File: src/rtl/wb_trace_checker_fifo.sv
// Synchronous FIFO holding golden commit records; pointers wrap
// naturally because DEPTH is a power of two.
module wb_trace_checker_fifo #(
    parameter int DEPTH = 8,
    parameter int W     = 69
) (
    input  logic         clk,
    input  logic         rst,
    input  logic         i_push,
    input  logic [W-1:0] i_data,
    input  logic         i_pop,
    output logic [W-1:0] o_head,
    output logic         o_full,
    output logic         o_empty
);

    localparam int AW = $clog2(DEPTH);
    localparam int CW = AW + 1;
    localparam logic [CW-1:0] FULL_CNT = CW'(DEPTH);

    logic [W-1:0]  r_mem [DEPTH];
    logic [AW-1:0] r_wr;
    logic [AW-1:0] r_rd;
    logic [CW-1:0] r_cnt;
    logic          w_push;
    logic          w_pop;

    assign o_full  = (r_cnt == FULL_CNT);
    assign o_empty = (r_cnt == '0);
    assign w_push  = i_push && !o_full;
    assign w_pop   = i_pop && !o_empty;
    assign o_head  = r_mem[r_rd];

    always_ff @(posedge clk) begin
        if (w_push) begin
            r_mem[r_wr] <= i_data;
        end
    end

    always_ff @(posedge clk) begin
        if (rst) begin
            r_wr  <= '0;
            r_rd  <= '0;
            r_cnt <= '0;
        end else begin
            if (w_push) begin
                r_wr <= r_wr + 1'b1;
            end
            if (w_pop) begin
                r_rd <= r_rd + 1'b1;
            end
            if (w_push && !w_pop) begin
                r_cnt <= r_cnt + 1'b1;
            end else if (w_pop && !w_push) begin
                r_cnt <= r_cnt - 1'b1;
            end
        end
    end

endmodule

File: config.mk
export PLATFORM = sky130hd
export DESIGN_NAME = wb_trace_checker_fifo
export DESIGN_NICKNAME = d
export VERILOG_FILES = /design/src/rtl/wb_trace_checker_fifo.sv
export SDC_FILE = /design/constraint.sdc
export NUM_CORES = 1
export LEC_CHECK = 0
export CAP_MARGIN = 20
export CORE_MARGIN = 4
export CORE_UTILIZATION = 63
export CTS_CLUSTER_DIAMETER = 200
export CTS_CLUSTER_SIZE = 40
export DETAILED_ROUTE_END_ITERATION = 8
export DONT_BUFFER_PORTS = 1
export PLACE_DENSITY_LB_ADDON = 0.08
export SYNTH_ARGS = -nofsm -noshare
export SYNTH_HDL_FRONTEND = slang
export SYNTH_SLANG_ARGS = --single-unit
File: constraint.sdc
create_clock -name clk -period 9.5 [get_ports clk]
set_clock_uncertainty 0.2 [all_clocks]
set_input_delay 0.95 -clock clk [delete_from_list [all_inputs] [get_ports clk]]
set_output_delay 0.95 -clock clk [all_outputs]
set_load 0.01 [all_outputs]
==> impl_metrics.yaml, run 1 <==
synth:
  synth_cell_type_count: 26
  ys_warn_count: 0
  ys_seq_area_share_pct: 78.8
  syn_nets: 950
  syn_area_um2: 21400
  ys_ff_latch: 565
  synth.area.top_cells: "edfxtp_1, mux4_2, mux2_2, dfxtp_1, buf_6"
  synthCells: 871
  synth_top_area_share_pct: 77.6
  avgSynthCellArea_um2: 24.5
  synth_top_area_cell: "edfxtp_1"
flow_run:
  cap_violations: 0
placed_design:
  globalplace.congestion: 0.721
  dp_cells: 1300
  detailed_place_hpwl_um: 21100
  portBuffers: 0
global_route:
  grt_pass1_vias: 8956
  antenna_found_initial: 0
  grt_start_max_net_pins: 74
  grtUsageTotal_pct: 20.7
  grt_pass1_wl_um: 56600
  overflow: 0
sta:
  finalSetupViolations: 0
  maxSlewViolCount: 0
  period_minus_slack_ns: 4.48
  max-slew-margin-rel_pct: 26.9
  rsz0062_at_grt: "false"
  setup_tns_ns: 0
  hold_violations: 0
  holdWs_ns: 0.239
  period_share_pct: 47.2
  worstMarginPinSlew_ns: 1.10
  fmax_ghz: 0.223
floorplan:
  start_util_pct: 63.7
  io_pins: 144
  die_h_um: 192
  rows: 67
  die_area_um2: 36900
  die_x_um: 192
  coreArea_um2: 33500
clocking:
  cts_root_buffer: "clkbuf_16"
  post_cts_buffers: 0
  cts.sinks: 565
  insertion_delay_ns: 0.56
  cts_tree: "done"
  path_clk_slew_ns: 0.14
  numCtsBuffers: 18
  cts_max_path_buffers: 3
  post_cts_resized: 0
  cts_hold_buf: 0
  cts_max_level: 1
pwr:
  leakagePower_nw: 6.66
  clock_power_share_pct: 19.7
  netSwitchingPower_w: 0.00133
  pwr-share-seq_pct: 58.1
  fin_total_pwr_w: 0.00522
  power.density_nw_per_um2: 233
  intPower_w: 0.00389
  switching_share_pct: 25.5
  p_comb_share_pct: 22.2
  vdd_drop_max_mv: 0.175
drt:
  routed.top_layer: "met4"
  drt_iter0_markers: 663
  vias: 8544
  postRouteAntennaNets: 0
  wl_um: 37600
  via_per_inst: 6.44
  wl_met3_um: 2660
  dr_wl_met2_um: 19200
  wl_met1_um: 15300
  drt_pre_antenna_iters: 5
  drcViolationCount: 0
  wire_per_inst_um: 28.4
critical_path:
  crit_required_ns: 8.35
  cp-end-kind: "primary output"
  r2r-end: "r_mem[6][25]"
  setup.worst_path.class: "reg2out"
  r2r_setup_slack_ns: 6.11
  reg2reg_from: "r_cnt[0]"
  cp-start-kind: "register"
  worstPathArrival_ns: 3.33
  ff2ff_path_depth: 7
  path_max_fanout: 73
hold_path:
  hold_path_depth: 1
  min_to: "r_wr[0]"
  hp-class: "in2reg"
  hold_start: "rst"
cells_and_area:
  diodes: 0
  nets: 952
  layout_common_cells: "edfxtp_1, mux4_2, mux2_2"
  drive_gt1_share_pct: 29.9
  final_util_pct: 66.9
  area_delta_synth_final_pct: 5.04
  layout_commonest_cell: "edfxtp_1"
  fin_cells: 1327
run_status:
  outcome: "finished clean"
==> sequential cells by signal, summed over array words and instances, names as in the netlist, named ones only <==
register  cells
r_mem       552
r_cnt         4
r_wr          3
r_rd          3
==> power by group through the flow <==
stage | combinational [W] | sequential [W] | clock (W)
floorplan | 0.00105 | 0.00302 | 0
global placement | 0.00114 | 0.00308 | 0
detailed placement | 0.00117 | 0.00310 | 0
CTS | 0.00118 | 0.00304 | 0.00106
global route | 0.00125 | 0.00306 | 0.00115
finish | 0.00116 | 0.00303 | 0.00103
==> cell usage after synthesis <==
library cell	instances
nand3_1	2
nor2_1	16
mux4_2	138
inv_1	4
clkbuf_1	13
nor4_1	2
buf_6	14
xor2_1	3
buf_2	5
a211oi_1	1
fa_1	1
nand2b_1	2
buf_1	9
or4b_1	1
nand2_1	5
a31oi_1	1
nor3_1	4
ha_1	5
a21oi_1	3
o41ai_2	1
xnor2_1	3
nor2b_1	1
edfxtp_1	552
mux2_2	70
mux2i_1	2
dfxtp_1	13
==> layout make-up <==
| type | instances | area [µm²] |
|---|---|---|
| clock inverters | 1 | 30.0 |
| clock buffers | 25 | 498 |
| flip-flops and latches | 565 | 16800 |
| well taps | 448 | 561 |
| inverters | 4 | 15.0 |
| repair buffers | 23 | 193 |
| fillers | 2116 | 11100 |
| multi-input cells | 261 | 4300 |
==> logic make-up (layout without fill, tap and decap cells) <==
kind of cell,count (synthesis),after routing,synth area share [%]
flip-flops,565,565,78.8
multiplexers,210,210,18.3
buffers and inverters,45,53,1.31
AND/OR/NAND/NOR,33,33,0.703
adder cells (fa/ha/maj),6,6,0.387
AO/OA/AOI/OAI,6,6,0.211
XOR/XNOR,6,6,0.246
==> worst max-delay path, cell delays in order, from the launching register on <==
cell and delay (ns):
dfxtp_4 1.08, buf_4 0.90, mux4_2 0.42, mux2_2 0.33
==> worst max-delay path by stage <==
stage | depth (start not counted) | end | start
after floorplan | 2 | r_mem[0][0] | i_push
after global placement | 3 | o_head[51] | register
after detailed placement | 3 | o_head[53] | register
after CTS | 3 | o_head[51] | register
after global routing | 3 | o_head[57] | register
final | 3 | o_head[47] | register
==> metal layers <==
metal	track usage [%]	vias to the layer above
li1	-	3653
met5	0	-
met2	34.7	206
met3	5.03	24
met4	2.52	0
met1	29.4	4661
==> through the flow <==
stage	area, µm²	setup slack, ns
after floorplan	21400	1.04
after global placement	21900	5.43
after detailed placement	21900	5.34
after CTS	22400	4.71
after global routing	22400	4.77
final	22400	5.02
Power figures use the tool's default switching activity.
==> inputs of run 2 (changes only) <==
Settings changed: CORE_UTILIZATION 63 to 57.
Clock period 9.5 ns to 3.76 ns, I/O delays scaled along.
==> run 2 against run 1 <==
- critical path depth rose by 7
- clock power rose to 2.5 times the previous value
- critical path type is now reg2reg
- global-route usage fell by 1.6 points
- power rose to 2.6 times the previous value
- design area rose by 3.8%
- non-clock buffer count rose by 75
==> impl_metrics.yaml, run 2 (same netlist as run 1, synthesis figures left out) <==
run_status:
  outcome: "finished clean"
critical_path:
  path_max_fanout: 6
  reg2reg_from: "r_cnt[1]"
  cp-end-kind: "register"
  setup.worst_path.class: "reg2reg"
  ff2ff_path_depth: 10
  r2r-end: "r_cnt[3]"
  crit_required_ns: 4.04
  cp-start-kind: "register"
  worstPathArrival_ns: 3.67
  r2r_setup_slack_ns: 0.37
cells_and_area:
  layout_commonest_cell: "edfxtp_1"
  largestRegisters: "r_mem (552), r_cnt (4)"
  largest_reg_flops: 552
  layout_common_cells: "edfxtp_1, mux4_2, dlygate4sd3_1"
  top_register: "r_mem"
  ff_latch_area_um2: 16800
  nets: 1027
  stdcell_area_um2: 23300
  drive_gt1_share_pct: 27.9
  area_delta_synth_final_pct: 9.07
  multi_input_area_um2: 4330
  n_fill_cell: 2412
clocking:
  cts.sinks: 565
  cts_max_path_buffers: 3
  numCtsBuffers: 18
  cts_tree: "done"
  cts_root_buffer: "clkbuf_16"
  path_clk_slew_ns: 0.14
  insertion_delay_ns: 0.57
  post_cts_resized: 0
  cts_max_level: 1
sta:
  max-slew-margin-rel_pct: 37.6
  rsz0062_at_grt: "false"
  maxSlewViolCount: 0
  worst_slack_ns: 0.371
  period_share_pct: 90.1
  finalSetupViolations: 0
  worstMarginPinSlew_ns: 0.936
  holdWs_ns: 0.110
  hold_violations: 0
  fmax_ghz: 0.295
  period_minus_slack_ns: 3.39
global_route:
  grtUsageTotal_pct: 19.1
  grt_pass1_vias: 9552
  antenna_found_initial: 4
  grt_pass1_wl_um: 59300
  grt_start_max_net_pins: 56
  overflow: 0
drt:
  drcViolationCount: 0
  vias: 8876
  via_per_inst: 6.23
  wl_um: 38500
  postRouteAntennaNets: 0
  drt_pre_antenna_iters: 5
  wire_per_inst_um: 27.0
  drt_iter0_markers: 619
floorplan:
  coreArea_um2: 36800
  io_pins: 144
  die_x_um: 202
  start_util_pct: 58.1
  die_h_um: 202
  rows: 70
  die_area_um2: 40600
hold_path:
  hp-class: "in2reg"
  hold_start: "i_push"
  min_to: "r_wr[1]"
  hold_path_depth: 3
pwr:
  pwr-share-seq_pct: 56.6
  p_comb_share_pct: 23.9
  power.density_nw_per_um2: 578
  intPower_w: 0.00994
  leakagePower_nw: 6.98
  clock_power_share_pct: 19.5
  switching_share_pct: 26.1
  netSwitchingPower_w: 0.00352
  vdd_drop_max_mv: 0.496
placed_design:
  pre_cts_slack_ns: 0.392
  place_area_um2: 22000
  portBuffers: 0
  detailed_place_hpwl_um: 21900
  globalplace.congestion: 0.773
flow_run:
  cap_violations: 0
run 2: worst max-delay path by stage:
| stage | from | slack [ns] | endpoint |
|---|---|---|---|
| CTS | r_cnt[1] | 0.38 | r_cnt[3] |
| global placement | r_cnt[1] | 0.50 | r_cnt[3] |
| detailed placement | r_cnt[1] | 0.39 | r_cnt[3] |
| finish | r_cnt[1] | 0.37 | r_cnt[3] |
| global route | r_cnt[1] | 0.14 | r_cnt[3] |
| floorplan | r_cnt[0] | -0.92 | r_mem[7][0] |
run 2: worst max-delay path: stages (launching register included):
cell      delay, ns
dfxtp_1        0.41
or4b_1         0.60
nand2_1        0.38
inv_1          0.19
ha_1           0.26
inv_1          0.13
ha_1           0.29
a21oi_1        0.22
a211oi_1       0.11
a31oi_1        0.16
mux2_2         0.35
run 2: stage by stage:
stage | TNS (ns) | cells | util, % | power [W]
5_1_grt | 0 | 1424 | 63.3 | 0.0141
3_3_place_gp | 0 | 1324 | 59.9 | 0.0109
2_1_floorplan | -323.14 | 871 | - | 0.0102
6_report | 0 | 1424 | 63.3 | 0.0135
3_5_place_dp | 0 | 1324 | 59.9 | 0.0109
4_1_cts | 0 | 1422 | 63.3 | 0.0137
run 2: power groups by stage:
stage	Clock (W)	Combinational (W)	Sequential, W
floorplan	0	0.00266	0.00758
global placement	0	0.00311	0.00774
detailed placement	0	0.00316	0.00778
CTS	0.00272	0.00331	0.00763
global route	0.00296	0.00350	0.00767
finish	0.00262	0.00322	0.00762
run 2: metal layers:
metal	global-route usage [%]	routed length, µm	vias up
li1	-	-	3821
met1	27.2	16100	4805
met2	32.4	19800	208
met3	3.45	2040	38
met4	3.08	586	4
met5	0	14	-
run 2: layout make-up:
cell class              count  share of cell area (%)
repair buffers             98                    4.25
well taps                 468                    2.51
inverters                   4                  0.0644
clock buffers              25                    2.14
diodes                      2                  0.0215
clock inverters             1                   0.129
flip-flops and latches    565                    72.3
multi-input cells         261                    18.6
run 2: timing repair:
action	CTS	global route
buffers inserted	0	0
hold buffers	72	0
hold endpoints to repair	565	0
==> inputs of run 3 (changes only) <==
Settings changed: PLACE_DENSITY from default to 0.72, PLACE_DENSITY_LB_ADDON 0.08 to default.
==> run 3 against run 2 <==
- combinational power up 2%
- sequential power hardly changed
- critical path depth shrank 7
- design area rose by 0.50%
- count of clock-buffer cells in the layout up 6
- clock power grew 3%
- largest cell class unchanged
==> impl_metrics.yaml, run 3 (same netlist as run 1, synthesis figures left out) <==
cells_and_area:
  drive_gt1_share_pct: 27.9
  largest_reg_flops: 552
  area_delta_synth_final_pct: 9.62
  top_register: "r_mem"
  multi_input_area_um2: 4330
  fin_cells: 1434
  ff_latch_area_um2: 16800
  n_fill_cell: 2406
  largestRegisters: "r_mem (552), r_cnt (4)"
  nets: 1031
  layout_common_cells: "edfxtp_1, mux4_2, dlygate4sd3_1"
  layout_commonest_cell: "edfxtp_1"
  final_util_pct: 63.7
critical_path:
  r2r-end: "r_cnt[3]"
  setup.worst_path.class: "reg2out"
  slowest_delay_ns: 0.86
  crit_required_ns: 3.18
  cp-end-kind: "primary output"
  path_max_fanout: 30
  cp_slowest_cell: "dfxtp_4"
  r2r_setup_slack_ns: 0.63
  reg2reg_from: "r_cnt[1]"
  worstPathArrival_ns: 2.66
  cp-start-kind: "register"
  crit_chain: "buf_4 -> mux4_2 -> mux2_2"
  ff2ff_path_depth: 11
sta:
  rsz0062_at_grt: "false"
  holdWs_ns: 0.337
  worstMarginPinSlew_ns: 0.780
  setup_tns_ns: 0
  max-slew-margin-rel_pct: 48.0
  finalSetupViolations: 0
  fmax_ghz: 0.309
  period_minus_slack_ns: 3.24
  period_share_pct: 86.1
  maxSlewViolCount: 0
  hold_violations: 0
clocking:
  insertion_delay_ns: 0.55
  cts_root_buffer: "clkbuf_16"
  path_clk_slew_ns: 0.13
  cts.sinks: 565
  cts_max_path_buffers: 3
  numCtsBuffers: 18
  post_cts_resized: 0
  cts_tree: "done"
  cts_max_level: 1
pwr:
  power.density_nw_per_um2: 579
  fin_total_pwr_w: 0.0136
  leakagePower_nw: 7.02
  vdd_drop_max_mv: 0.520
drt:
  vias: 8852
  drt_iter0_markers: 704
  wl_um: 37700
  wl_met3_um: 2000
  wire_per_inst_um: 26.3
  drt_pre_antenna_iters: 5
  postRouteAntennaNets: 0
  drcViolationCount: 0
  routed.top_layer: "met5"
  via_per_inst: 6.17
  dr_wl_met2_um: 19400
  wl_met1_um: 15700
floorplan:
  rows: 70
  io_pins: 144
  coreArea_um2: 36800
  die_area_um2: 40600
  die_h_um: 202
  start_util_pct: 58.1
  die_x_um: 202
global_route:
  grt_pass1_vias: 9472
  antenna_found_initial: 4
  grtUsageTotal_pct: 18.8
  grt_pass1_wl_um: 58900
  overflow: 0
  grt_start_max_net_pins: 56
placed_design:
  globalplace.congestion: 0.700
  dp_cells: 1327
  portBuffers: 0
  detailed_place_hpwl_um: 21100
hold_path:
  hold_start: "r_rd[2]"
  hold_path_depth: 2
  hp-class: "reg2reg"
flow_run:
  cap_violations: 0
run_status:
  outcome: "finished clean"
==> run 3: cell types whose count changed in the layout (fill, tap and decap cells not counted), sizes merged <==
cell / previous run / this run
dlygate4sd3: 72 / 73
buf: 26 / 29
clkbuf: 25 / 31
==> run 3: worst max path at each step <==
| stage | endpoint | slack [ns] | depth (start not counted) |
|---|---|---|---|
| 4_1_cts | o_head[18] | 0.43 | 3 |
| 3_3_place_gp | r_cnt[3] | 0.67 | 11 |
| 6_report | o_head[18] | 0.52 | 3 |
| 2_1_floorplan | r_mem[7][0] | -0.92 | 5 |
| 3_5_place_dp | r_cnt[3] | 0.64 | 11 |
| 5_1_grt | o_head[18] | 0.36 | 3 |
==> run 3: critical path, delay by kind of cell, from the launching register on <==
family / cells / cell delay (ns)
flip-flops: 1 / 0.86
multiplexers: 2 / 0.87
buffers and inverters: 1 / 0.36
==> run 3: what timing repair did <==
action	4_1_cts	5_1_grt
hold buffers	73	0
buffers inserted	0	0
endpoints found under the hold margin	565	0
endpoints found under the setup margin	0	0
==> run 3: power breakdown <==
part           total [W]  internal [W]  switching [W]
clock network    0.00269      0.000985        0.00170
registers        0.00759       0.00733       0.000257
logic            0.00329       0.00168        0.00161
total             0.0136        0.0100        0.00357
==> run 3: cell type report <==
class	count	area share [%]
sequential	565	71.9
multi-input combinational	261	18.5
timing repair buffer	102	4.64
tap	468	2.50
clock buffer	31	2.22
clock inverter	1	0.128
inverter	4	0.0641
antenna	2	0.0214
==> run 3: per-layer routing <==
| metal | up-vias | global-route usage, % |
|---|---|---|
| met5 | - | 0 |
| met4 | 4 | 2.76 |
| met3 | 31 | 3.24 |
| met2 | 194 | 32.1 |
| met1 | 4792 | 26.7 |
| li1 | 3831 | - |
==> run 3: stage by stage <==
step / setup slack [ns] / instance area, µm²
floorplan: -0.915 / 21400
global placement: 0.674 / 22100
detailed placement: 0.640 / 22100
CTS: 0.435 / 23400
global route: 0.357 / 23400
finish: 0.523 / 23400
